--- config.mk ---
export PLATFORM = sky130hd
export DESIGN_NAME = muldiv_unit
export DESIGN_NICKNAME = d
export VERILOG_FILES = /design/src/rtl/muldiv_unit.sv
export SDC_FILE = /design/constraint.sdc
export NUM_CORES = 1
export LEC_CHECK = 0
export CORE_ASPECT_RATIO = 1.2
export CORE_MARGIN = 3
export CORE_UTILIZATION = 58
export DETAILED_ROUTE_END_ITERATION = 12
export PLACE_DENSITY = 0.93
export SETUP_SLACK_MARGIN = 0.4
export SYNTH_ARGS = -nofsm -noshare
export SYNTH_HDL_FRONTEND = slang
export SYNTH_SLANG_ARGS = --single-unit
--- constraint.sdc ---
create_clock -name clk -period 5.1 [get_ports clk]
set_input_delay 1.02 -clock clk [delete_from_list [all_inputs] [get_ports clk]]
set_output_delay 1.02 -clock clk [all_outputs]
set_load 0.005 [all_outputs]
--- src/rtl/muldiv_unit.sv ---
// muldiv_unit: iterative HI/LO multiply/divide unit (MULT, MULTU, DIV, DIVU, MTHI, MTLO).
// Ports:
//   clk          rising-edge clock
//   reset        synchronous active-low reset
//   start, op    request and operation code (000 MULT .. 101 MTLO, 110/111 no-op)
//   srca, srcb   operands (srca is also the MTHI/MTLO data)
//   flush        aborts an in-flight multiply/divide
//   busy, done   unit occupied / one-cycle result-written pulse
//   hi, lo       architectural HI/LO registers
module muldiv_unit #(
    parameter int WIDTH = 32
) (
    input  logic             clk,
    input  logic             reset,
    input  logic             start,
    input  logic [2:0]       op,
    input  logic [WIDTH-1:0] srca,
    input  logic [WIDTH-1:0] srcb,
    input  logic             flush,
    output logic             busy,
    output logic             done,
    output logic [WIDTH-1:0] hi,
    output logic [WIDTH-1:0] lo
);
    localparam int CW = $clog2(WIDTH + 1);

    typedef enum logic [1:0] {IDLE, CALC, FINISH} state_t;

    state_t               state, state_next;
    logic [CW-1:0]        count;
    logic [2*WIDTH-1:0]   acc;
    logic [WIDTH-1:0]     opb;
    logic                 is_div, neg_q, neg_r;
    logic                 accept, take, sign_a, sign_b;
    logic [WIDTH-1:0]     mag_a, mag_b;
    logic [WIDTH:0]       mul_sum, div_shift;
    logic [WIDTH+1:0]     div_diff;
    logic [2*WIDTH-1:0]   acc_step, prod_fix;
    logic [WIDTH-1:0]     res_hi, res_lo;

    assign busy   = state != IDLE;
    assign take   = start && !busy && !flush;
    assign accept = take && !op[2];

    // A signed divide by zero keeps the raw dividend and no sign fix-up, so the
    // restoring divider naturally yields quotient = all ones, remainder = srca.
    assign sign_a = !op[0] && srca[WIDTH-1] && !(op[1] && srcb == '0);
    assign sign_b = !op[0] && srcb[WIDTH-1];
    assign mag_a  = sign_a ? -srca : srca;
    assign mag_b  = sign_b ? -srcb : srcb;

    // acc holds {partial product, multiplier} or {remainder, dividend/quotient}.
    assign mul_sum   = {1'b0, acc[2*WIDTH-1:WIDTH]} + (acc[0] ? {1'b0, opb} : '0);
    assign div_shift = {acc[2*WIDTH-1:WIDTH], acc[WIDTH-1]};
    assign div_diff  = {1'b0, div_shift} - {2'b0, opb};
    assign acc_step  = !is_div  ? {mul_sum, acc[WIDTH-1:1]} :
                       div_diff[WIDTH+1] ? {div_shift[WIDTH-1:0], acc[WIDTH-2:0], 1'b0} :
                                           {div_diff[WIDTH-1:0], acc[WIDTH-2:0], 1'b1};

    assign prod_fix = neg_q ? -acc : acc;
    assign res_hi   = !is_div ? prod_fix[2*WIDTH-1:WIDTH] :
                      neg_r ? -acc[2*WIDTH-1:WIDTH] : acc[2*WIDTH-1:WIDTH];
    assign res_lo   = !is_div ? prod_fix[WIDTH-1:0] :
                      neg_q ? -acc[WIDTH-1:0] : acc[WIDTH-1:0];

    always_ff @(posedge clk) begin
        if (!reset)
            state <= IDLE;
        else
            state <= state_next;
    end

    always_comb begin
        state_next = state;
        state_next = flush            ? IDLE :
                     state == IDLE    ? (accept ? CALC : IDLE) :
                     state == CALC    ? (count == CW'(1) ? FINISH : CALC) :
                                        IDLE;
    end

    always_ff @(posedge clk) begin
        if (!reset) begin
            count  <= '0;
            acc    <= '0;
            opb    <= '0;
            is_div <= 1'b0;
            neg_q  <= 1'b0;
            neg_r  <= 1'b0;
            done   <= 1'b0;
            hi     <= '0;
            lo     <= '0;
        end else begin
            done <= state == FINISH && !flush;
            if (accept) begin
                count  <= CW'(WIDTH);
                acc    <= {{WIDTH{1'b0}}, mag_a};
                opb    <= mag_b;
                is_div <= op[1];
                neg_q  <= sign_a ^ sign_b;
                neg_r  <= sign_a;
            end else if (state == CALC) begin
                acc   <= acc_step;
                count <= count - 1'b1;
            end
            if (state == FINISH && !flush) begin
                hi <= res_hi;
                lo <= res_lo;
            end
            if (take && op == 3'b100)
                hi <= srca;
            if (take && op == 3'b101)
                lo <= srca;
        end
    end
endmodule

# [Word-level counts from Yosys, hierarchy flattened]
# Index checks and enable logic that the tools add are counted.
[classes] n_reduce_logical=23 addsub=8 bitwise_logic=2 n_mux=22 eq_ne=5
[op_table] op="$mux 32" n=13
[op_table] op="$mux 64" n=3
[op_table] op="$neg 32->32" n=4
[op_table] op="$neg 64->64" n=1
[op_table] op="$sub 33x32->34" n=1
[op_table] op="$add 32x32->33" n=1
[op_table] op="$logic_not 32->1" n=1
[op_table] op="$mux 6" n=2
[op_table] op="$logic_and 1x1->1" n=10
[op_table] op="$reduce_bool 2->1" n=4
[op_table] op="$eq 3x3->1 const B" n=2
[op_table] op="$eq 6x1->1 const B" n=1
[op_table] op="$mux 2" n=3
[op_table] op="$sub 6x1->6 const B" n=1
[op_table] op="$logic_not 1->1" n=5
[op_table] op="$reduce_or 2->1" n=2
[op_table] op="$eq 2x1->1 const B" n=1
[op_table] op="$eq 2x2->1 const B" n=1
[op_table] op="$logic_not 2->1" n=1
[op_table] op="$mux 1" n=1
[op_table] op="$not 1->1" n=1
[op_table] op="$xor 1x1->1" n=1
[totals] inputBits=71 reg_bits=172 wordCells=72 output_inout_bits=66

# [Logic depth before layout (Yosys ltp)]
[depth] ltp_word=7 depth_mapped=14 mapped_depth_nobuf=13

# [Worst setup path after synthesis]
# Ideal clock, no wire load.
[synth_timing] kind="input to register" start="in srca[1]" end="reg acc[29]" required_time_ns=4.968 arrival_time_ns=3.732 n_path_buf=0 cell_stages=8 slack_ns=1.236 setup_time_ns=0.132 cell_sequence="or3_1 or3_1 or3_1 or4_1 or4_1 o31ai_1 xor2_1 a21oi_1"
[synth_between] elab_chain_cells=3
[synth_rtl] element="from (decl)" line="17" source="input logic [WIDTH-1:0] srca,"
[synth_rtl] element="$neg 32->32" line="49" source="assign mag_a = sign_a ? -srca : srca;"
[synth_rtl] element="$mux 32" line="49"
[synth_rtl] element="$mux 32" line="94" source="if (accept) begin"
[synth_rtl] element="to (signal assigned)" line="96" source="acc <= {{WIDTH{1'b0}}, mag_a};"
[synth_rtl] element="to (signal assigned)" line="102" source="acc <= acc_step;"
[synth_rtl] element="to (decl)" line="31" source="logic [2*WIDTH-1:0] acc;"
# No other way between the ends.
# A chain may end at the register's enable or synchronous reset.

# [Worst setup path after layout]
[layout_timing] start="in srca[0]" end="reg acc[29]"
# Same word-level chain as after synthesis.

==> metrics.csv <==
metric,value,unit
count of non-filler cells in the finished layout,2222,
ant diodes,0,
critical path class,primary input to register,
detailed placement HPWL,34800,um
dpl cell area,0.0152,mm2
post-route setup slack,0.833,ns
final WL,47400,um
Rel. slew slack,30.5,%
Worst-Skew Late Latency,0.45,ns
most area-consuming cells after synthesis,"dfxtp_1, ha_1, a21oi_1, xor2_1, o21ai_0",
Power Density,241,mW/mm2
Tightest Hold Check Type,register to register,
Final GP Congestion,1.02,
average wire per standard cell,21.3,um
status,finished clean,
fin crit share,83.7,%
Max Slew Vio Count,0,
Worst R2R Start,acc[6],
vias in the first global route,14300,
die height,174,um
final setup fails,0,
CTS Buffer Depth,2,
Post-synth EDFFs,0,
post-route ant nets,0,
RSZ-0062 raised after global routing,no,
Slew @ Worst Pin,1.04,ns
crit start category,primary input,
GR Overflow Total,0,
Synth area leader,dfxtp_1,
first-pass iteration count of the detailed router,6,
total track usage,36.1,%
PnR Total Power,3.80,mW
first-pass GRT wire length,75400,um
most common flop cell mapped by yosys,dfxtp_1,
FF-to-FF setup slack,1.15,ns
# nets final,2038,
top-area cell type share of the netlist area,25.1,%
Core Area,0.0232,mm2
postcts setup bufs,0,
Storage cell area,0.00344,mm2
slowest cell delay on critical path,0.64,ns
pre-CTS setup slack,0.462,ns
Yosys warnings,0,
Hold Slack,0.455,ns
Fin. Hold Viols,0,
Worst Path Required,5.43,ns
share of cells above drive strength 1,4.20,%
largest net degree at the start of global routing,115,
Crit. End Element,register,
synthesized area,0.0137,mm2
Vias,15000,
Hold Crit Start,opb[25],
initial antenna violation count,0,
width of the die,146,um
H-tree depth,4,
R2R Path End,hi[31],
vias per inst,6.75,
Avg Inst Size Synth,7.43,um2
"Max FO, Critical Path",6,
"Max stage delay cell, worst path",or4_1,
# rows,61,
WP data arrival,4.60,ns
post-layout minimum cycle time,4.27,ns
hold_buf cts,0,
Post-route DRC,0,
crit path cell chain,clkdlybuf4s50_1 > or3_1 > or3_1 > or3_1 > or4_1 > or4_1 > o31ai_1 > xor2_1 > a21oi_1,
die area,0.0255,mm2
clk root buf,clkbuf_16,
io pins,137,
Final Core Density,68.0,%
Max Cap Violations,0,
Leak,5.75,nW
Cells after DPL,2191,
Clock Skew,0.0108,ns
post_cts resized,0,
Synth-to-Final Area Change,14.9,%
"CTS clk-pin slew, worst paths",0.07,ns
cells after synthesis,1846,
CTS tree,built,
number of buffer cells added on primary ports,136,
Fmax achieved,234,MHz
Initial Utilization,59.1,%
setup_tns,0,ns
Worst Hold Endpoint,opb[25],
Hold Path Stages,2,
Inserted Clock Buffers,17,
synth unique cells,65,
"most used cell, CP",or3_1,
Async SR Flop Fraction,0,%
fin area,0.0158,mm2
Yosys reg bits,172,
CTS Sinks,172,
Post-Syn Nets,1989,
worst vdd ir,266,uV
Multi-input gate area,0.00959,mm2
post-synthesis sequential area ratio,25.1,%
Filler cells,1937,
Detailed Route Iter0 Violations,1832,
R2R cell count,9,
==> worst max path at each step <==
stage / start / to / slack [ns] / depth (start not counted)
global route: srca[0] / acc[29] / 0.72 / 9
detailed placement: srca[0] / acc[29] / 0.46 / 9
CTS: srca[0] / acc[29] / 0.91 / 9
finish: srca[0] / acc[29] / 0.83 / 9
floorplan: srca[1] / acc[29] / 1.24 / 8
global placement: srca[0] / acc[29] / 0.53 / 9
==> cells by family after synthesis <==
family | after synthesis | share of synthesized area (%)
adder cells (fa/ha/maj) | 72 | 6.68
AO/OA/AOI/OAI | 653 | 30.5
buffers and inverters | 187 | 5.20
AND/OR/NAND/NOR | 556 | 19.0
multiplexers | 37 | 2.71
XOR/XNOR | 169 | 10.8
flip-flops | 172 | 25.1
==> power breakdown <==
group	switching (mW)	total [mW]	internal, mW	leakage (nW)
combinational	0.617	1.03	0.410	4.07
sequential	0.0791	1.47	1.39	1.40
clock	0.607	1.31	0.699	0.285
==> layer usage <==
metal	vias up	wire [um]	GRT usage [%]
li1	6897	-	-
met1	6951	17100	43.1
met2	971	22100	60.5
met3	189	4660	5.71
met4	0	3510	22.8
met5	-	0	0
==> placed cells by master, fill, tap and decap left out, types with 32 or more instances in the layout <==
cell and n:
a22oi_1 50, ha_1 70, a21oi_1 171, a221oi_1 32
clkdlybuf4s50_1 136, mux2i_1 36, inv_1 59, nor2_1 184
a211oi_1 57, nor3_1 33, xor2_1 96, dfxtp_1 171
o31ai_1 36, xnor2_1 73, o21ai_0 153, nand2_1 158
==> state kept, by name, summed over array words and instances (netlist names) <==
signal  count
acc        64
count       6
done        1
hi         32
is_div      1
lo         32
neg_q       1
neg_r       1
opb        32
state       2
==> final cells by class <==
class                   count  share of cell area (%)
inverters                  60                    1.44
multi-input cells        1487                    60.8
clock buffers              19                    2.81
well taps                 315                    2.50
repair buffers            157                    9.71
clock inverters            12                   0.857
flip-flops and latches    172                    21.8
==> Yosys cell counts, types with 10 or more instances <==
library cell    n
nor2b_1        11
xor2_1         96
a31oi_1        19
nor2_1        189
and3_1         11
dfxtp_1       172
clkbuf_1      118
mux2i_1        36
o31ai_1        36
a221oi_1       32
o21ai_0       153
nor3_1         33
o41ai_1        10
a21o_1         24
nor4_1         21
nand3_1        25
or3_1          27
a21oi_1       171
ha_1           70
nand2_1       158
xnor2_1        73
nand4_1        15
or4_1          18
and2_1         10
a211oi_1       57
nand2b_1       15
a22oi_1        50
a222oi_1       11
inv_1          59
o21a_1         13
o22ai_1        25
==> critical path: cells and delay by family <==
family	cells	cell delay, ns
AOI/OAI and AO/OA	2	0.41
xor gates and xnor gates	1	0.17
buffers and inverters	1	0.50
and+or+nand+nor	5	2.48
Power figures use the tool's default switching activity.
